[src/rtl/dcache_wt.sv]
// Direct-mapped write-through, no-write-allocate data cache.
// Read hits return same cycle; misses and all writes stall for memory.
module dcache_wt #(
   parameter int LINES      = 16,
   parameter int INDEX_BITS = 4,
   parameter int TAG_BITS   = 26
) (
   input  logic        clk,
   input  logic        reset,
   input  logic        cpu_re,
   input  logic        cpu_we,
   input  logic [31:0] cpu_addr,
   input  logic [31:0] cpu_wdata,
   output logic [31:0] cpu_rdata,
   output logic        stall,
   output logic        mem_req,
   output logic        mem_we,
   output logic [31:0] mem_addr,
   output logic [31:0] mem_wdata,
   input  logic [31:0] mem_rdata,
   input  logic        mem_ready,
   output logic [31:0] hit_count,
   output logic [31:0] miss_count
);

   typedef enum logic [1:0] {
      IDLE,
      FILL,
      WRITE,
      RESP
   } state_t;

   state_t                state_q, state_d;
   logic [LINES-1:0]      valid_q, valid_d;
   logic [TAG_BITS-1:0]   tag_q  [LINES];
   logic [TAG_BITS-1:0]   tag_d  [LINES];
   logic [31:0]           data_q [LINES];
   logic [31:0]           data_d [LINES];
   logic                  rd_q, rd_d;
   logic [31:0]           hit_q, hit_d;
   logic [31:0]           miss_q, miss_d;

   logic [INDEX_BITS-1:0] idx;
   logic [TAG_BITS-1:0]   tag;
   logic                  hit;
   logic                  stall_c;
   logic [31:0]           rdata_c;
   logic                  unused_addr;

   assign idx         = cpu_addr[INDEX_BITS+1:2];
   assign tag         = cpu_addr[31:INDEX_BITS+2];
   assign hit         = valid_q[idx] && (tag_q[idx] == tag);
   assign unused_addr = ^cpu_addr[1:0];

   always_comb begin
      state_d = state_q;
      valid_d = valid_q;
      tag_d   = tag_q;
      data_d  = data_q;
      rd_d    = rd_q;
      hit_d   = hit_q;
      miss_d  = miss_q;
      stall_c = 1'b0;
      rdata_c = 32'h0;
      unique case (state_q)
         IDLE: begin
            if (cpu_we) begin
               stall_c = 1'b1;
               rd_d    = 1'b0;
               state_d = WRITE;
            end else if (cpu_re) begin
               if (hit) begin
                  rdata_c = data_q[idx];
                  if (hit_q != 32'hFFFF_FFFF) hit_d = hit_q + 32'd1;
               end else begin
                  stall_c = 1'b1;
                  rd_d    = 1'b1;
                  state_d = FILL;
                  if (miss_q != 32'hFFFF_FFFF) miss_d = miss_q + 32'd1;
               end
            end
         end
         FILL: begin
            stall_c = 1'b1;
            if (mem_ready) begin
               valid_d[idx] = 1'b1;
               tag_d[idx]   = tag;
               data_d[idx]  = mem_rdata;
               state_d      = RESP;
            end
         end
         WRITE: begin
            stall_c = 1'b1;
            if (mem_ready) begin
               // No allocate: only a resident line is refreshed
               if (hit) data_d[idx] = cpu_wdata;
               state_d = RESP;
            end
         end
         RESP: begin
            if (rd_q) rdata_c = data_q[idx];
            state_d = IDLE;
         end
         default: state_d = IDLE;
      endcase
   end

   always_ff @(posedge clk or posedge reset) begin
      if (reset) begin
         state_q <= IDLE;
         valid_q <= '0;
         rd_q    <= 1'b0;
         hit_q   <= 32'h0;
         miss_q  <= 32'h0;
      end else begin
         state_q <= state_d;
         valid_q <= valid_d;
         rd_q    <= rd_d;
         hit_q   <= hit_d;
         miss_q  <= miss_d;
      end
   end

   // Tag and data arrays are qualified by valid, so they need no reset
   always_ff @(posedge clk) begin
      tag_q  <= tag_d;
      data_q <= data_d;
   end

   // Gate the combinational outputs so reset drops them at once
   assign stall      = stall_c && !reset;
   assign cpu_rdata  = reset ? 32'h0 : rdata_c;
   assign mem_req    = (state_q == FILL) || (state_q == WRITE);
   assign mem_we     = (state_q == WRITE);
   assign mem_addr   = {cpu_addr[31:2], 2'b00};
   assign mem_wdata  = cpu_wdata;
   assign hit_count  = hit_q;
   assign miss_count = miss_q;

endmodule
[config.mk]
export PLATFORM = sky130hd
export DESIGN_NAME = dcache_wt
export DESIGN_NICKNAME = d
export VERILOG_FILES = /design/src/rtl/dcache_wt.sv
export SDC_FILE = /design/constraint.sdc
export NUM_CORES = 1
export LEC_CHECK = 0
export BUFFER_PORTS_ARGS = -buffer_cell sky130_fd_sc_hd__buf_2
export CORE_MARGIN = 5
export CORE_UTILIZATION = 57
export CTS_BUF_LIST = sky130_fd_sc_hd__clkbuf_8
export DETAILED_ROUTE_END_ITERATION = 12
export PLACE_DENSITY_LB_ADDON = 0.12
export SLEW_MARGIN = 15
export SYNTH_ARGS = -nofsm -noshare
export SYNTH_HDL_FRONTEND = slang
export SYNTH_SLANG_ARGS = --single-unit
[constraint.sdc]
create_clock -name clk -period 3.8 [get_ports clk]
set_input_delay 0.38 -clock clk [delete_from_list [all_inputs] [get_ports clk]]
set_output_delay 0.38 -clock clk [all_outputs]
set_load 0.05 [all_outputs]
==> results.yml <==
outcome:
  status: "finished with violations"
  failed_checks: "setup timing"
power_and_ir_drop:
  total_leakage_power_nw: 20.1
  ir_drop_mv: 0.606
  pwr_density_cell_mw_per_mm2: 472
  total_power_mw: 24.5
floorplanning:
  die_h_um: 287
  core-area_mm2: 0.0758
  fp.dieArea_mm2: 0.0821
  chipWidth_um: 287
  start_util_pct: 57.5
  ios: 264
  num_rows: 101
hold_path:
  hold_path_class: "in2reg"
  min_from: "mem_rdata[30]"
placed_design:
  dp.final_hpwl_um: 69800
  place_area_mm2: 0.0482
  post-place-ws_ns: -0.490
  place.gp.congestion: 0.905
  port_buffers: 259
clocking:
  clk_latency_ns: 0.85
  path_clk_slew_ns: 0.06
  cts_tree: "yes"
  root_buffer: "clkbuf_8"
  cts-htree-levels: 4
  cts_buffer_depth: 3
  cts_sinks: 1011
  cts_buffers: 161
yosys:
  synth_cell_type_count: 68
  syn_inst: 2719
  synthTopCellsByCount: "edfxtp_1 (928), nor2_1 (558), mux4_2 (230), clkbuf_1 (128), mux2i_1 (120)"
  synth_area_mm2: 0.0436
  async_reset_ff_share_pct: 8.21
  synth_top_area_cell: "edfxtp_1"
  netlist_top_cells_area: "edfxtp_1 (64%), mux4_2 (12%), nor2_1 (4.8%), dfrtp_1 (4.8%), mux2i_1 (2.8%)"
  synthFlopType: "edfxtp_1"
  yosys_warnings: 0
  yosysTopAreaCellShare_pct: 63.9
  synth_most_common_cell: "edfxtp_1"
  syn_area_per_cell_um2: 16.0
  seq_area_frac_synth_pct: 68.7
  synth-edff-count: 928
  ys_ff_latch: 1011
routing:
  wire_per_inst_um: 26.8
  viasPerCell: 6.13
  detail-route-antenna-nets: 0
  vias: 26300
  routed_wl_um: 115000
  drtPass1Iterations: 8
  drcViolationCount: 0
  dr.first_iter.drc_count: 2845
timing:
  timing.final.crit_share_pct: 121
  hold_viol: 0
  tightest_slew_ns: 1.06
  clock_skew_ns: 0.0672
  period_minus_slack_ns: 4.58
  rsz0062_at_grt: "yes"
  layout_setup_ws_ns: -0.783
  hold_ws_ns: 0.0556
  report.final.slew_viol_count: 0
  timing.fmax_mhz: 218
  finalSetupTns_ns: -24.49
  setup_viol: 33
  slew_headroom_pct: 29.2
global_routing:
  use_met3_pct: 6.59
  grt_busiest_layer: "met2"
  grt_pass1_vias: 27700
  gr-total-overflow: 0
  antenna_found_initial: 3
  grt_max_degree: 89
  grt_pass1_wl_um: 171000
  grt_util_met1_pct: 37.2
  grt_usage_pct: 28.0
  use_met2_pct: 46.0
worst_setup_path:
  end_kind: "output pin"
  crit_start: "tag_q[61]$_DFFE_PP_"
  path_max_fanout: 16
  critPathArrivalTime_ns: 4.20
  critical_path_class: "reg2out"
  reg2reg_from: "tag_q[61]$_DFFE_PP_"
  cp_data_required_time_ns: 3.42
  startpoint_type: "register"
final_layout:
  postLayoutCellArea_mm2: 0.0520
  final_nets: 3305
  area_growth_pct: 19.3
  final_layout_size_suffix_gt1_share_pct: 33.2
flow_run:
  drv_cap: 0
[stage by stage]
stage | std cells | util [%]
finish | 4293 | 68.6
global route | 4293 | 68.6
CTS | 4285 | 68.2
detailed placement | 3971 | 63.6
global placement | 3971 | 63.6
floorplan | 2720 | -
[cell families (layout without fill, tap and decap cells)]
family          after synthesis  after routing  share of synthesized area (%)
flops                      1011           1011                           68.7
mux                         370            370                           15.3
buf+inv                     273            867                           3.25
fa+ha+maj                     7              7                          0.201
other cells                   1              3                        0.00860
simple gates                878            878                           9.20
compound gates               90             90                           1.55
xor+xnor                     89             89                           1.79
[per-layer routing]
metal | vias to the layer above | share of wire (%)
met4 | 2 | 3.6
met3 | 228 | 9.0
met1 | 13500 | 38
li1 | 11300 | -
met2 | 1322 | 49
met5 | - | 0.011
[flip-flops by register name, summed over array words and instances (netlist names)]
| signal | flops |
|---|---|
| state_q | 2 |
| rd_q | 1 |
| miss_count | 32 |
| data_q | 512 |
| tag_q | 416 |
| valid_q | 16 |
| hit_count | 32 |
[area by class of cell]
class / count / area, um2
sequential: 1011 / 29900
timing repair buffer: 567 / 4870
inverter: 20 / 78.8
antenna: 1 / 2.50
tap: 978 / 1220
clock inverter: 115 / 686
multi-input combinational: 1436 / 12900
fill: 5129 / 23800
clock buffer: 165 / 2270
[path summary, 6_finish.rpt]
kind,cells past startpoint,end,slack (ns)
max in group asynchronous,4,miss_count[9]$_DFFE_PP0P_,2.84
min,3,data_q[286]$_DFFE_PP_,0.06
max reg2reg,12,data_q[254]$_DFFE_PP_,0.06
min reg2reg,1,valid_q[15]$_DFFE_PP0P_,0.46
max,12,cpu_rdata[29],-0.78
min in group asynchronous,4,hit_count[16]$_DFFE_PP0P_,0.43
[layout by cell type (no fill, tap or decap), types with 8 or more instances in the layout]
| cell type | n |
|---|---|
| nor2b_1 | 11 |
| nand2_1 | 49 |
| clkbuf_8 | 165 |
| dlygate4sd3_1 | 30 |
| nor3_1 | 19 |
| nor2_4 | 17 |
| buf_4 | 204 |
| nor3b_4 | 32 |
| buf_12 | 64 |
| buf_6 | 37 |
| and2_1 | 12 |
| nor2_1 | 541 |
| clkinv_2 | 11 |
| nor4_1 | 13 |
| a22o_1 | 8 |
| nand3_1 | 46 |
| and3_1 | 26 |
| mux2_2 | 15 |
| mux4_2 | 231 |
| a21oi_1 | 8 |
| buf_2 | 222 |
| and4_4 | 16 |
| mux2i_1 | 119 |
| dfrtp_1 | 83 |
| nand4_1 | 21 |
| a22oi_1 | 19 |
| xor2_1 | 40 |
| nand2_2 | 16 |
| xnor2_1 | 47 |
| edfxtp_1 | 928 |
| clkinv_1 | 28 |
| inv_1 | 77 |
| or2_2 | 17 |
[worst max-delay path, stage by stage (launching register included)]
cell	delay (ns)
edfxtp_1	0.38
mux2i_1	0.16
a22oi_1	0.12
and4b_1	0.21
or3_1	0.37
or4_1	0.40
or4b_4	0.54
nor4_4	0.16
buf_4	0.19
a22oi_2	0.09
clkbuf_16	0.23
nor3b_4	0.27
buf_12	0.17
[repair_timing]
item / in CTS / in global routing
setup endpoints to repair: 33 / 531
pin swaps: 2 / 12
cloned: 2 / 4
hold buffers: 30 / 1
setup buffers: 2 / 4
endpoints found under the hold margin: 276 / 83
gates resized for setup: 57 / 32
[power breakdown]
part	leakage, nW	switching, mW	internal [mW]
Combinational	7.98	2.29	1.20
Clock	1.73	4.31	4.30
Sequential	10.4	0.102	12.3
Total	20.1	6.70	17.8
Power figures use the tool's default switching activity.
